## config.mk

```make
export PLATFORM = sky130hd
export DESIGN_NAME = cache_axi_arbiter_flat
export DESIGN_NICKNAME = d
export VERILOG_FILES = /design/src/rtl/cache_axi_arbiter_if.sv /design/src/rtl/cache_axi_arbiter.sv /design/src/flat_wrapper.sv
export SDC_FILE = /design/constraint.sdc
export NUM_CORES = 1
export LEC_CHECK = 0
export CORE_UTILIZATION = 40
export CTS_BUF_LIST = sky130_fd_sc_hd__clkbuf_4 sky130_fd_sc_hd__clkbuf_8
export DETAILED_ROUTE_END_ITERATION = 16
export PLACE_DENSITY = 0.84
export SLEW_MARGIN = 20
export SYNTH_ARGS = -nofsm -noshare
export SYNTH_HDL_FRONTEND = slang
export SYNTH_SLANG_ARGS = --single-unit
```

## constraint.sdc

```tcl
create_clock -name aclk -period 2.7 [get_ports aclk]
set_input_delay 0.405 -clock aclk [delete_from_list [all_inputs] [get_ports aclk]]
set_output_delay 0.405 -clock aclk [all_outputs]
set_load 0.02 [all_outputs]
```

## src/rtl/cache_axi_arbiter_if.sv

```systemverilog
// Bus bundle between the cache requesters, the arbiter and the AXI bridge request port.
// The arbiter uses the slave view; requesters and bridge together use the master view.
interface cache_axi_arbiter_if #(
  parameter int NREQ = 3
);
  logic [NREQ-1:0]      req_valid;
  logic [NREQ-1:0]      req_write;
  logic [3*NREQ-1:0]    req_type;
  logic [32*NREQ-1:0]   req_addr;
  logic [NREQ-1:0]      req_ready;
  logic [NREQ-1:0]      ret_valid;
  logic [NREQ-1:0]      ret_last;
  logic [NREQ-1:0]      wr_done;

  logic                 m_req_valid;
  logic                 m_req_write;
  logic [2:0]           m_req_type;
  logic [31:0]          m_req_addr;
  logic                 m_req_ready;
  logic                 m_ret_valid;
  logic                 m_ret_last;
  logic                 m_wr_done;

  modport slave (
    input  req_valid, req_write, req_type, req_addr,
    output req_ready, ret_valid, ret_last, wr_done,
    output m_req_valid, m_req_write, m_req_type, m_req_addr,
    input  m_req_ready, m_ret_valid, m_ret_last, m_wr_done
  );

  modport master (
    output req_valid, req_write, req_type, req_addr,
    input  req_ready, ret_valid, ret_last, wr_done,
    input  m_req_valid, m_req_write, m_req_type, m_req_addr,
    output m_req_ready, m_ret_valid, m_ret_last, m_wr_done
  );
endinterface

```

## src/rtl/cache_axi_arbiter.sv

```systemverilog
// Round-robin arbiter sharing the bridge request port among NREQ cache requesters,
// holding each grant until its transaction completes or the watchdog aborts it.
module cache_axi_arbiter #(
  parameter  int NREQ    = 3,
  parameter  int TIMEOUT = 1024,
  localparam int IDW     = $clog2(NREQ)
) (
  input  logic                  aclk,
  input  logic                  aresetn,
  cache_axi_arbiter_if.slave    bus,
  output logic [IDW-1:0]        grant_id,
  output logic                  busy,
  output logic                  timeout_err
);

  localparam int WDW = (TIMEOUT > 1) ? $clog2(TIMEOUT) : 1;

  typedef enum logic [1:0] {
    IDLE    = 2'd0,
    REQ     = 2'd1,
    WAIT_RD = 2'd2,
    WAIT_WR = 2'd3
  } state_t;

  state_t           state_q, state_d;
  logic [IDW-1:0]   last_grant_q, last_grant_d;
  logic [IDW-1:0]   grant_q, grant_d;
  logic             write_q, write_d;
  logic [2:0]       type_q, type_d;
  logic [31:0]      addr_q, addr_d;
  logic [WDW-1:0]   wdog_q, wdog_d;
  logic             timeout_err_q, timeout_err_d;

  logic             win_found;
  logic [IDW-1:0]   win_idx;
  logic [NREQ-1:0]  grant_oh;
  logic             wdog_expired;

  // Scan starts one past the previous owner so every slot gets its turn.
  always_comb begin
    int unsigned cand;
    win_found = 1'b0;
    win_idx   = '0;
    cand      = 0;
    for (int k = 1; k <= NREQ; k++) begin
      cand = (int'(last_grant_q) + k) % NREQ;
      if (!win_found && bus.req_valid[cand]) begin
        win_found = 1'b1;
        win_idx   = IDW'(cand);
      end
    end
  end

  assign grant_oh     = NREQ'(1) << grant_q;
  assign wdog_expired = (TIMEOUT != 0) && (wdog_q == WDW'(TIMEOUT - 1));

  always_comb begin
    state_d       = state_q;
    last_grant_d  = last_grant_q;
    grant_d       = grant_q;
    write_d       = write_q;
    type_d        = type_q;
    addr_d        = addr_q;
    wdog_d        = wdog_q;
    timeout_err_d = timeout_err_q;
    bus.req_ready   = '0;
    bus.ret_valid   = '0;
    bus.ret_last    = '0;
    bus.wr_done     = '0;
    bus.m_req_valid = 1'b0;

    case (state_q)
      IDLE: begin
        if (win_found) begin
          grant_d = win_idx;
          write_d = bus.req_write[win_idx];
          type_d  = bus.req_type[3*win_idx +: 3];
          addr_d  = bus.req_addr[32*win_idx +: 32];
          state_d = REQ;
        end
      end
      REQ: begin
        bus.m_req_valid = 1'b1;
        if (bus.m_req_ready) begin
          bus.req_ready = grant_oh;
          wdog_d        = '0;
          state_d       = write_q ? WAIT_WR : WAIT_RD;
        end
      end
      WAIT_RD: begin
        bus.ret_valid = bus.m_ret_valid ? grant_oh : '0;
        bus.ret_last  = (bus.m_ret_valid && bus.m_ret_last) ? grant_oh : '0;
        // Completion is checked first so it beats a coincident timeout.
        if (bus.m_ret_valid && bus.m_ret_last) begin
          state_d      = IDLE;
          last_grant_d = grant_q;
        end else if (wdog_expired) begin
          timeout_err_d = 1'b1;
          state_d       = IDLE;
          last_grant_d  = grant_q;
        end else if (wdog_q != '1) begin
          wdog_d = wdog_q + 1'b1;
        end
      end
      WAIT_WR: begin
        bus.wr_done = bus.m_wr_done ? grant_oh : '0;
        if (bus.m_wr_done) begin
          state_d      = IDLE;
          last_grant_d = grant_q;
        end else if (wdog_expired) begin
          timeout_err_d = 1'b1;
          state_d       = IDLE;
          last_grant_d  = grant_q;
        end else if (wdog_q != '1) begin
          wdog_d = wdog_q + 1'b1;
        end
      end
      default: state_d = IDLE;
    endcase
  end

  always_ff @(posedge aclk) begin
    if (!aresetn) begin
      state_q       <= IDLE;
      last_grant_q  <= IDW'(NREQ - 1);
      grant_q       <= '0;
      write_q       <= 1'b0;
      type_q        <= '0;
      addr_q        <= '0;
      wdog_q        <= '0;
      timeout_err_q <= 1'b0;
    end else begin
      state_q       <= state_d;
      last_grant_q  <= last_grant_d;
      grant_q       <= grant_d;
      write_q       <= write_d;
      type_q        <= type_d;
      addr_q        <= addr_d;
      wdog_q        <= wdog_d;
      timeout_err_q <= timeout_err_d;
    end
  end

  assign bus.m_req_write = write_q;
  assign bus.m_req_type  = type_q;
  assign bus.m_req_addr  = addr_q;
  assign grant_id        = grant_q;
  assign busy            = (state_q != IDLE);
  assign timeout_err     = timeout_err_q;

endmodule

```

## src/flat_wrapper.sv

```systemverilog
// flat-port wrapper written by rule: the top's interface ports become plain ports
module cache_axi_arbiter_flat 
#(
  parameter  int NREQ    = 3,
  parameter  int TIMEOUT = 1024,
  localparam int IDW     = $clog2(NREQ)
)
  (aclk, aresetn, grant_id, busy, timeout_err, bus_req_valid, bus_req_write, bus_req_type, bus_req_addr, bus_req_ready, bus_ret_valid, bus_ret_last, bus_wr_done, bus_m_req_valid, bus_m_req_write, bus_m_req_type, bus_m_req_addr, bus_m_req_ready, bus_m_ret_valid, bus_m_ret_last, bus_m_wr_done);
  cache_axi_arbiter_if #(.NREQ(NREQ)) bus_i ();
  input  logic aclk;
  input  logic aresetn;
  output logic [IDW-1:0] grant_id;
  output logic busy;
  output logic timeout_err;
  input wire logic [$bits(bus_i.req_valid)-1:0] bus_req_valid;
  input wire logic [$bits(bus_i.req_write)-1:0] bus_req_write;
  input wire logic [$bits(bus_i.req_type)-1:0] bus_req_type;
  input wire logic [$bits(bus_i.req_addr)-1:0] bus_req_addr;
  output wire logic [$bits(bus_i.req_ready)-1:0] bus_req_ready;
  output wire logic [$bits(bus_i.ret_valid)-1:0] bus_ret_valid;
  output wire logic [$bits(bus_i.ret_last)-1:0] bus_ret_last;
  output wire logic [$bits(bus_i.wr_done)-1:0] bus_wr_done;
  output wire logic [$bits(bus_i.m_req_valid)-1:0] bus_m_req_valid;
  output wire logic [$bits(bus_i.m_req_write)-1:0] bus_m_req_write;
  output wire logic [$bits(bus_i.m_req_type)-1:0] bus_m_req_type;
  output wire logic [$bits(bus_i.m_req_addr)-1:0] bus_m_req_addr;
  input wire logic [$bits(bus_i.m_req_ready)-1:0] bus_m_req_ready;
  input wire logic [$bits(bus_i.m_ret_valid)-1:0] bus_m_ret_valid;
  input wire logic [$bits(bus_i.m_ret_last)-1:0] bus_m_ret_last;
  input wire logic [$bits(bus_i.m_wr_done)-1:0] bus_m_wr_done;
  assign bus_i.req_valid = bus_req_valid;
  assign bus_i.req_write = bus_req_write;
  assign bus_i.req_type = bus_req_type;
  assign bus_i.req_addr = bus_req_addr;
  assign bus_req_ready = bus_i.req_ready;
  assign bus_ret_valid = bus_i.ret_valid;
  assign bus_ret_last = bus_i.ret_last;
  assign bus_wr_done = bus_i.wr_done;
  assign bus_m_req_valid = bus_i.m_req_valid;
  assign bus_m_req_write = bus_i.m_req_write;
  assign bus_m_req_type = bus_i.m_req_type;
  assign bus_m_req_addr = bus_i.m_req_addr;
  assign bus_i.m_req_ready = bus_m_req_ready;
  assign bus_i.m_ret_valid = bus_m_ret_valid;
  assign bus_i.m_ret_last = bus_m_ret_last;
  assign bus_i.m_wr_done = bus_m_wr_done;
  cache_axi_arbiter #(.NREQ(NREQ), .TIMEOUT(TIMEOUT)) u_core (.aclk(aclk), .aresetn(aresetn), .bus(bus_i), .grant_id(grant_id), .busy(busy), .timeout_err(timeout_err));
endmodule
```

* Word-level counts from Yosys, hierarchy flattened
Cells that the tools add are included.
Cells by class: add/subtract/negate cells 4, $mul 1, divide/modulo/power cells 3, $lt $le $gt $ge 4, equality and inequality tests 9, shift-type cells 3, multiplexer cells 44, reduce and logical (&&, ||, !) cells 13
Operator list (number):
- $lt 32x3->1 const B | 3
- $mod 32x3->32 const B | 3
- $shiftx 96x8->32 | 1
- $mux 10 | 5
- $pmux 10 s3 | 1
- $mux 3 | 8
- $mux 2 | 11
- $mux 1 | 12
- $add 10x1->10 const B | 1
- $eq 10x10->1 const B | 1
- $ne 10x10->1 const B | 1
- $shiftx 9x5->3 | 1
- $bmux 1 s2 | 4
- $pmux 2 s4 | 1
- $add 2x2->3 const B | 2
- $ne 2x2->1 const B | 3
- $eq 2x2->1 const B | 2
- $mul 2x2->4 const A | 1
- $pmux 2 s2 | 1
- $reduce_and 2->1 | 2
- $reduce_and 4->1 | 1
- $reduce_bool 2->1 | 2
- $add 2x1->3 const B | 1
- $logic_and 1x1->1 | 3
- other kinds (9) | 10
Storage, ports and cells: flip-flop bits (word level) 53, input bits 117, word-level logic and storage cells 89

* Logic depth before layout (Yosys ltp)
Gate-level depths: netlist of run 1.
word-level depth 13, gate-level depth with buffers 9

* Least setup slack after synthesis of run 1
Ideal clock, no wire load.
kind flip-flop to flip-flop, start point reg u_core.last_grant_q[0], end point reg u_core.addr_q[0] (netlist: u_core.bus.m_req_addr[0]), arrival 1.973 ns, data required time 2.621 ns, setup slack 0.648 ns, stages on the path, launching flop included 10, path buffers 2, clock period less this slack 2.052 ns, cells stage by stage dfxtp_1 inv_1 ha_1 nand2_1 o31ai_1 a2111oi_4 buf_6 buf_2 nand4_1 o221ai_2
Between the ends: cells in the longest elaborated chain, start to end 12, elaborated cells between the ends (all ways) 24, those cells by class add/sub: 3; div: 3; shift: 1; mux: 12; reduce/logical: 5
Ends and longest elaborated chain:
- start: declaration | line cache_axi_arbiter.sv:26 | logic [IDW-1:0] last_grant_q, last_grant_d;
- start signal: assignment | line cache_axi_arbiter.sv:125 | last_grant_q <= IDW'(NREQ - 1);
- start signal: assignment | line cache_axi_arbiter.sv:134 | last_grant_q <= last_grant_d;
- $add 2x1->3 | line cache_axi_arbiter.sv:46 | cand = (int'(last_grant_q) + k) % NREQ;
- $mod 32x3->32 | line cache_axi_arbiter.sv:46
- $bmux 1 s2 | line cache_axi_arbiter.sv:47 | if (!win_found && bus.req_valid[cand]) begin
- $mux 1 (implied by the code) | line cache_axi_arbiter.sv:47
- $mux 1 | line cache_axi_arbiter.sv:47
- $logic_not 1->1 | line cache_axi_arbiter.sv:47
- $logic_and 1x1->1 | line cache_axi_arbiter.sv:47
- $mux 1 | line cache_axi_arbiter.sv:47
- $logic_not 1->1 | line cache_axi_arbiter.sv:47
- $logic_and 1x1->1 | line cache_axi_arbiter.sv:47
- $mux 2 or $mux 1 (tied branches) | line cache_axi_arbiter.sv:47
- $shiftx 96x8->32 or $reduce_and 2->1 (tied branches)
- end signal: assignment | line cache_axi_arbiter.sv:138 | addr_q <= addr_d;
- end: declaration | line cache_axi_arbiter.sv:30 | logic [31:0] addr_q, addr_d;
Parallel ways exist; a longest one is shown, timed or not. The select of a mux whose other input is x is not followed. A chain may end at the register's enable or synchronous reset.

* Worst setup path in the final report of run 1
start point reg u_core.state_q[0], end point out bus_req_ready[0]
Between the ends: cells in the longest elaborated chain, start to end 2
Ends and longest elaborated chain:
- start: declaration | line cache_axi_arbiter.sv:25 | state_t state_q, state_d;
- start signal: assignment | line cache_axi_arbiter.sv:133 | state_q <= state_d;
- $eq 2x1->1 | line cache_axi_arbiter.sv:72 | case (state_q)
- $mux 3 | line cache_axi_arbiter.sv:72
- end: declaration | line flat_wrapper.sv:19 | output wire logic [$bits(bus_i.req_ready)-1:0] bus_req_ready;
No other way between the ends.

==> metrics.cfg, run 1 <==
[run_status]
status = finished clean

[cells_and_area]
n_fill_cell = 662
drive_above_1_share_pct = 11.0
fin_nets = 620
diodes = 0
final_area_um2 = 5020
fin_cells = 603
syn2layout_area_growth_pct = 58.5

[clock_tree]
cts_sinks = 53
cts.path.max_buffers = 2
ctsHoldBuffers = 0
cts.clk_slew.worst_paths_ps = 90
cts_buffers = 5
root_buffer = clkbuf_8
post_cts_buffers = 0
htree_levels = 2
cts-resized-gates = 0
tritoncts = yes
clk_latency_ps = 300

[hold_path]
hp-class = flip-flop to flip-flop

[logic_synthesis]
synth_ff_type = dfxtp_1
syn_inst = 344
post_synth.cell_area_avg_um2 = 9.20
synth_nets = 464
yosysSeqAreaShare_pct = 33.5
syn_area_um2 = 3170
yosys.cell_types.count = 35
ys_ff_latch = 53
synth_edf_count = 0
synth_warnings = 0
async_flop_share_pct = 0

[worst_setup_path]
r2r-start = u_core.last_grant_q[0]
path_cells = nor2b_1, nand2_1, nor3_1, clkdlybuf4s50_1
cp.arrival_ps = 2050
reg2reg_depth = 8
rrSetupSlack_ps = 270
max_stage_delay_ps = 630
critPathRequiredTime_ps = 2300
critical_path_class = flip-flop to output pin
critPathCaptureType = output pin
critPathLaunchType = flip-flop
r2r_end = u_core.grant_id[0]
cp_max_fo = 7
critPathSlowestCell = clkdlybuf4s50_1
worstSetupStartpoint = u_core.state_q[0]
endpoint = bus_req_ready[0]

[timing]
setup_viol = 0
setup_tns_ps = 0
fin_skew_ps = 5.53
period_needed_ps = 2460
slew_viol_final = 0
rsz0062_at_grt = false
worst_pin_slew_ps = 561
slew_headroom_pct = 62.6
hold_ws_ps = 501
hold_violations = 0
period_share_pct = 91.1
maxClockFrequency_ghz = 0.407

[grt]
grt_pass1_wl_um = 15200
grtUsageTotal_pct = 22.8
antenna_found_initial = 0
grt_max_degree = 55
overflow = 0
grt_pass1_vias = 3170

[job]
drv_cap = 0

[power]
p_leak_nw = 1.87
total_power_w = 0.00229
p_per_area_nw_per_um2 = 456
peakVddDrop_v = 0.000234

[floorplan]
die_h_um = 91.0
ios = 170
start_util_pct = 41.2
die_w_um = 91.0
coreArea_um2 = 7690
rows = 32
die_area_um2 = 8270

[routing]
wirelength_um = 9660
vias = 3377
wl_per_cell_um = 16.0
drtIter0Drc = 118
drc = 0
avgViaCountPerCell = 5.60
ant_nets = 0
firstDrtPassIters = 5

[place]
place_congestion = 0.812
dp_cells = 595
place.port_buffers = 169
dpl_cell_area_um2 = 4930
dp.final_hpwl_um = 7320

## layout make-up
cell class	instances	area [um2]	share of cell area, %
repair buffers	179	1790	35.6
well taps	102	128	2.54
flip-flops and latches	53	1060	21.1
clock buffers	6	76.3	1.52
clock inverters	2	10.0	0.200
inverters	7	26.3	0.524
multi-input cells	254	1930	38.5
## placed cells by master (no fill, tap or decap), types with 2 or more instances in the layout
cell             netlist  routed
or2_2                  2       2
o31ai_1                6       6
clkinv_2               0       2
or3_1                  2       2
nand3_1                9       9
a21boi_0               2       2
mux2i_1               40      40
ha_1                   3       3
inv_1                  7       7
nor2b_1                8       8
clkbuf_8               0       5
o211ai_1               2       2
dfxtp_1               53      53
nor3_1                 8       8
buf_4                  4       8
buf_12                 0       2
a21oi_1               11      11
nand4_1               37      37
clkdlybuf4s50_1        0     168
o221ai_2              30      30
nand2b_1               3       3
or4_1                  6       6
nor2_1                13      13
o21ai_0                3       3
and2_1                 3       3
nand2_1               50      50
o221ai_1               7       6
## sequential cells by signal (all words and copies together) (netlist names)
name                    cells
u_core.bus.m_req_write      1
u_core.bus.m_req_addr      32
u_core.grant_id             2
u_core.wdog_q              10
u_core.state_q              2
u_core.last_grant_q         2
u_core.bus.m_req_type       3
u_core.timeout_err          1
## per-stage QoR
| stage | setup slack [ps] | utilization, % |
|---|---|---|
| after floorplan | 648 | - |
| final | 241 | 65.3 |
| after global placement | 253 | 64.1 |
| after global routing | 34.0 | 65.3 |
| after detailed placement | 182 | 64.1 |
| after CTS | 233 | 65.3 |
## per-layer routing
layer	vias up	GRT usage, %	part of all wire [%]
met3	13	5.78	7.4
met1	1600	27.0	41
met5	-	0	0
li1	1622	-	-
met4	0	6.48	1.6
met2	142	40.4	50
## critical path: cells and delay by family (launching register included)
family / cells / cell delay [ps]
DFF: 1 / 440
and+or+nand+nor: 3 / 670
buffers and inverters: 1 / 630
## power breakdown
part	switching [W]	internal (W)
Sequential	0.0000526	0.000867
Clock	0.000262	0.000191
Combinational	0.000455	0.000460
## worst min path at each step
stage	from	endpoint	slack (ps)	cells after the start
final	u_core.wdog_q[9]	u_core.wdog_q[9]	500	2
after global placement	u_core.wdog_q[9]	u_core.wdog_q[9]	470	2
after global routing	u_core.wdog_q[8]	u_core.wdog_q[8]	520	2
after detailed placement	u_core.wdog_q[9]	u_core.wdog_q[9]	480	2
after floorplan	u_core.wdog_q[9]	u_core.wdog_q[9]	450	2
after CTS	u_core.wdog_q[9]	u_core.wdog_q[9]	500	2
## cell usage after synthesis, types with 2 or more instances
library cell	count	share of area [%]
nand4_1	37	7.3
buf_2	7	1.1
inv_1	7	0.83
a21boi_0	2	0.47
o211ai_1	2	0.47
dfxtp_1	53	34
buf_4	4	0.95
ha_1	3	1.2
o221ai_1	7	1.9
and2_1	3	0.59
or4_1	6	1.4
a21oi_1	11	1.7
or3_1	2	0.40
clkbuf_1	15	1.8
o31ai_1	6	1.4
mux2i_1	40	13
nand3_1	9	1.4
o21ai_0	3	0.47
nand2b_1	3	0.59
nor2_1	13	1.5
o221ai_2	30	14
nor2b_1	8	1.6
buf_6	4	1.4
or2_2	2	0.40
nor3_1	8	1.3
nand2_1	50	5.9
## cell families after synthesis
kind of cell             Yosys count  share of synthesized area [%]
AO/OA/AOI/OAI                     65                           22.5
XOR/XNOR                           1                          0.277
adder cells (fa/ha/maj)            3                           1.19
buffers and inverters             37                           6.09
flip-flops                        53                           33.5
multiplexers                      40                           12.6
AND/OR/NAND/NOR                  145                           23.8
Note: power is estimated with default switching activity, not from simulation.
==> inputs of run 2 (changes only) <==
--- a/config.mk
+++ b/config.mk
@@ -5,6 +5,7 @@
 export SDC_FILE = /design/constraint.sdc
 export NUM_CORES = 1
 export LEC_CHECK = 0
+export ABC_CLOCK_PERIOD_IN_PS = 2700
 export CORE_UTILIZATION = 40
 export CTS_BUF_LIST = sky130_fd_sc_hd__clkbuf_4 sky130_fd_sc_hd__clkbuf_8
 export DETAILED_ROUTE_END_ITERATION = 16
==> results of run 2 <==
Same layout as run 1: the final DEF is identical, and so are final timing and power.
==> inputs of run 3 (changes only) <==
--- a/config.mk
+++ b/config.mk
@@ -8,7 +8,10 @@
 export ABC_CLOCK_PERIOD_IN_PS = 2700
 export CORE_UTILIZATION = 40
 export CTS_BUF_LIST = sky130_fd_sc_hd__clkbuf_4 sky130_fd_sc_hd__clkbuf_8
+export CTS_CLUSTER_DIAMETER = 120
 export DETAILED_ROUTE_END_ITERATION = 16
+export GPL_TIMING_DRIVEN = 1
+export MAX_ROUTING_LAYER = met4
 export PLACE_DENSITY = 0.84
 export SLEW_MARGIN = 20
 export SYNTH_ARGS = -nofsm -noshare
==> run 3 against run 2 <==
  * Sequential share of layout area unchanged
  * Total power about the same
  * Sequential cell count unchanged
  * Critical path type unchanged
  * Critical endpoint unchanged
  * Via count down 0.98%
  * Sequential power about the same
  * Largest power group unchanged
  * Non-clock buffer count unchanged
  * Clock skew up 0.66 ps
==> metrics.cfg, run 3 (synthesis gave the netlist of run 1 again) <==
[worst_setup_path]
critPathLaunchType = flip-flop  ; unchanged
critPathSlowestCell = clkdlybuf4s50_1  ; unchanged
critPathCaptureType = output pin  ; unchanged
critical_path_class = flip-flop to output pin  ; unchanged
crit_cells = 4  ; unchanged
reg2reg_depth = 8  ; unchanged
path_cells = nor2b_1, nand2_1, nor3_1, clkdlybuf4s50_1  ; unchanged
cp.arrival_ps = 2060  ; was 2050 ps
critPathRequiredTime_ps = 2300  ; about the same
cp_max_fo = 7  ; unchanged
max_stage_delay_ps = 630  ; about the same
cp_top_family = simple AND/OR/NAND/NOR gates  ; unchanged
path_buf_inv = 1  ; unchanged

[power]
p_per_area_nw_per_um2 = 456  ; about the same
peakVddDrop_v = 0.000235  ; was 0.000234 V
p_leak_nw = 1.87  ; unchanged

[clock_tree]
ctsHoldBuffers = 0  ; unchanged
root_buffer = clkbuf_8  ; unchanged
cts.clk_slew.worst_paths_ps = 100  ; was 90 ps
htree_levels = 2  ; unchanged
post_cts_buffers = 0  ; unchanged
cts-resized-gates = 0  ; unchanged
cts.path.max_buffers = 2  ; unchanged
tritoncts = yes  ; unchanged
clk_latency_ps = 300  ; about the same
cts_buffers = 5  ; unchanged
cts_sinks = 53  ; unchanged

[routing]
drc = 0  ; unchanged
vias = 3344  ; was 3,377
firstDrtPassIters = 4  ; was 5
ant_nets = 0  ; unchanged
avgViaCountPerCell = 5.55  ; was 5.60
wl_per_cell_um = 15.9  ; was 16.0 um
drtIter0Drc = 120  ; was 118
wirelength_um = 9610  ; was 9660 um

[floorplan]
start_util_pct = 41.2  ; unchanged
die_area_um2 = 8270  ; unchanged
die_h_um = 91.0  ; unchanged
die_w_um = 91.0  ; unchanged
ios = 170  ; unchanged
rows = 32  ; unchanged
coreArea_um2 = 7690  ; unchanged

[place]
place_congestion = 0.824  ; was 0.812
dp.final_hpwl_um = 7320  ; unchanged
place.port_buffers = 169  ; unchanged

[hold_path]
hold_path_depth = 2  ; unchanged
hp-class = flip-flop to flip-flop  ; unchanged

[grt]
grt_max_degree = 55  ; unchanged
grtUsageTotal_pct = 23.4  ; was 22.8%
overflow = 0  ; unchanged
grtUsageMet1_pct = 27.6  ; was 27.0%
busiest_layer = met2  ; unchanged
globalRouteMet3Util_pct = 4.86  ; was 5.78%
grt_pass1_vias = 3167  ; was 3,170
met2_usage_pct = 40.4  ; unchanged
antenna_found_initial = 0  ; unchanged
grt_pass1_wl_um = 15200  ; about the same

[timing]
slew_headroom_pct = 63.4  ; was 62.6%
hold_ws_ps = 502  ; was 501 ps
period_needed_ps = 2460  ; about the same
rsz0062_at_grt = false  ; unchanged
setup_tns_ps = 0  ; unchanged
maxClockFrequency_ghz = 0.406  ; was 0.407 GHz
worst_pin_slew_ps = 549  ; was 561 ps
slew_viol_final = 0  ; unchanged
period_share_pct = 91.1  ; about the same
hold_violations = 0  ; unchanged
fin_skew_ps = 6.20  ; was 5.53 ps
setup_viol = 0  ; unchanged

[cells_and_area]
syn2layout_area_growth_pct = 58.5  ; unchanged
fin_nets = 620  ; unchanged
final_cell_mix = clkdlybuf4s50_1, dfxtp_1, nand2_1, mux2i_1, nand4_1  ; unchanged
largest_reg_flops = 32  ; unchanged
n_fill_cell = 662  ; unchanged
layout_commonest_cell = clkdlybuf4s50_1  ; unchanged
diodes = 0  ; unchanged
drive_above_1_share_pct = 11.0  ; unchanged

[job]
drv_cap = 0  ; unchanged

[run_status]
status = finished clean  ; unchanged

## run 3: layer usage
layer	vias to the layer above	routed length, um
met5	-	0
met4	0	177
met3	14	626
met2	143	4850
met1	1565	3960
li1	1622	-
## run 3: final timing paths
path,start,slack [ps],to
max reg2reg,u_core.last_grant_q[0],280,u_core.grant_id[0]
min,u_core.wdog_q[9],500,u_core.wdog_q[9]
max,u_core.state_q[0],240,bus_req_ready[0]
min reg2reg,u_core.wdog_q[9],500,u_core.wdog_q[9]
## run 3: worst register-to-register path: cells and delay by family (launching register included)
kind	cells	cell delay, ps
buf+inv	2	450
fa+ha+maj	1	390
simple gates	2	270
compound gates	2	680
mux	1	210
flops	1	370
## run 3: per-stage QoR
| step | area, um2 | std cells | utilization [%] | setup WS (ps) | power (W) |
|---|---|---|---|---|---|
| floorplan | 3170 | 344 | - | 648 | 0.00143 |
| global placement | 4930 | 595 | 64.1 | 253 | 0.00183 |
| detailed placement | 4930 | 595 | 64.1 | 182 | 0.00185 |
| CTS | 5020 | 603 | 65.3 | 233 | 0.00231 |
| global route | 5020 | 603 | 65.3 | 34.0 | 0.00241 |
| finish | 5020 | 603 | 65.3 | 239 | 0.00229 |
## run 3: final cells by class
class / count / area (um2) / share of cell area [%]
Inverter: 7 / 26.3 / 0.524
Clock inverter: 2 / 10.0 / 0.200
Tap cell: 102 / 128 / 2.54
Timing Repair Buffer: 179 / 1790 / 35.6
Clock buffer: 6 / 76.3 / 1.52
Multi-Input combinational cell: 254 / 1930 / 38.5
Sequential cell: 53 / 1060 / 21.1
## run 3: where the power goes
| part | switching (W) | leakage [nW] | internal [W] | total [W] |
|---|---|---|---|---|
| clock | 0.000261 | 0.0484 | 0.000191 | 0.000452 |
| sequential | 0.0000526 | 0.435 | 0.000867 | 0.000920 |
| combinational | 0.000454 | 1.39 | 0.000460 | 0.000914 |
| total | 0.000768 | 1.87 | 0.00152 | 0.00229 |
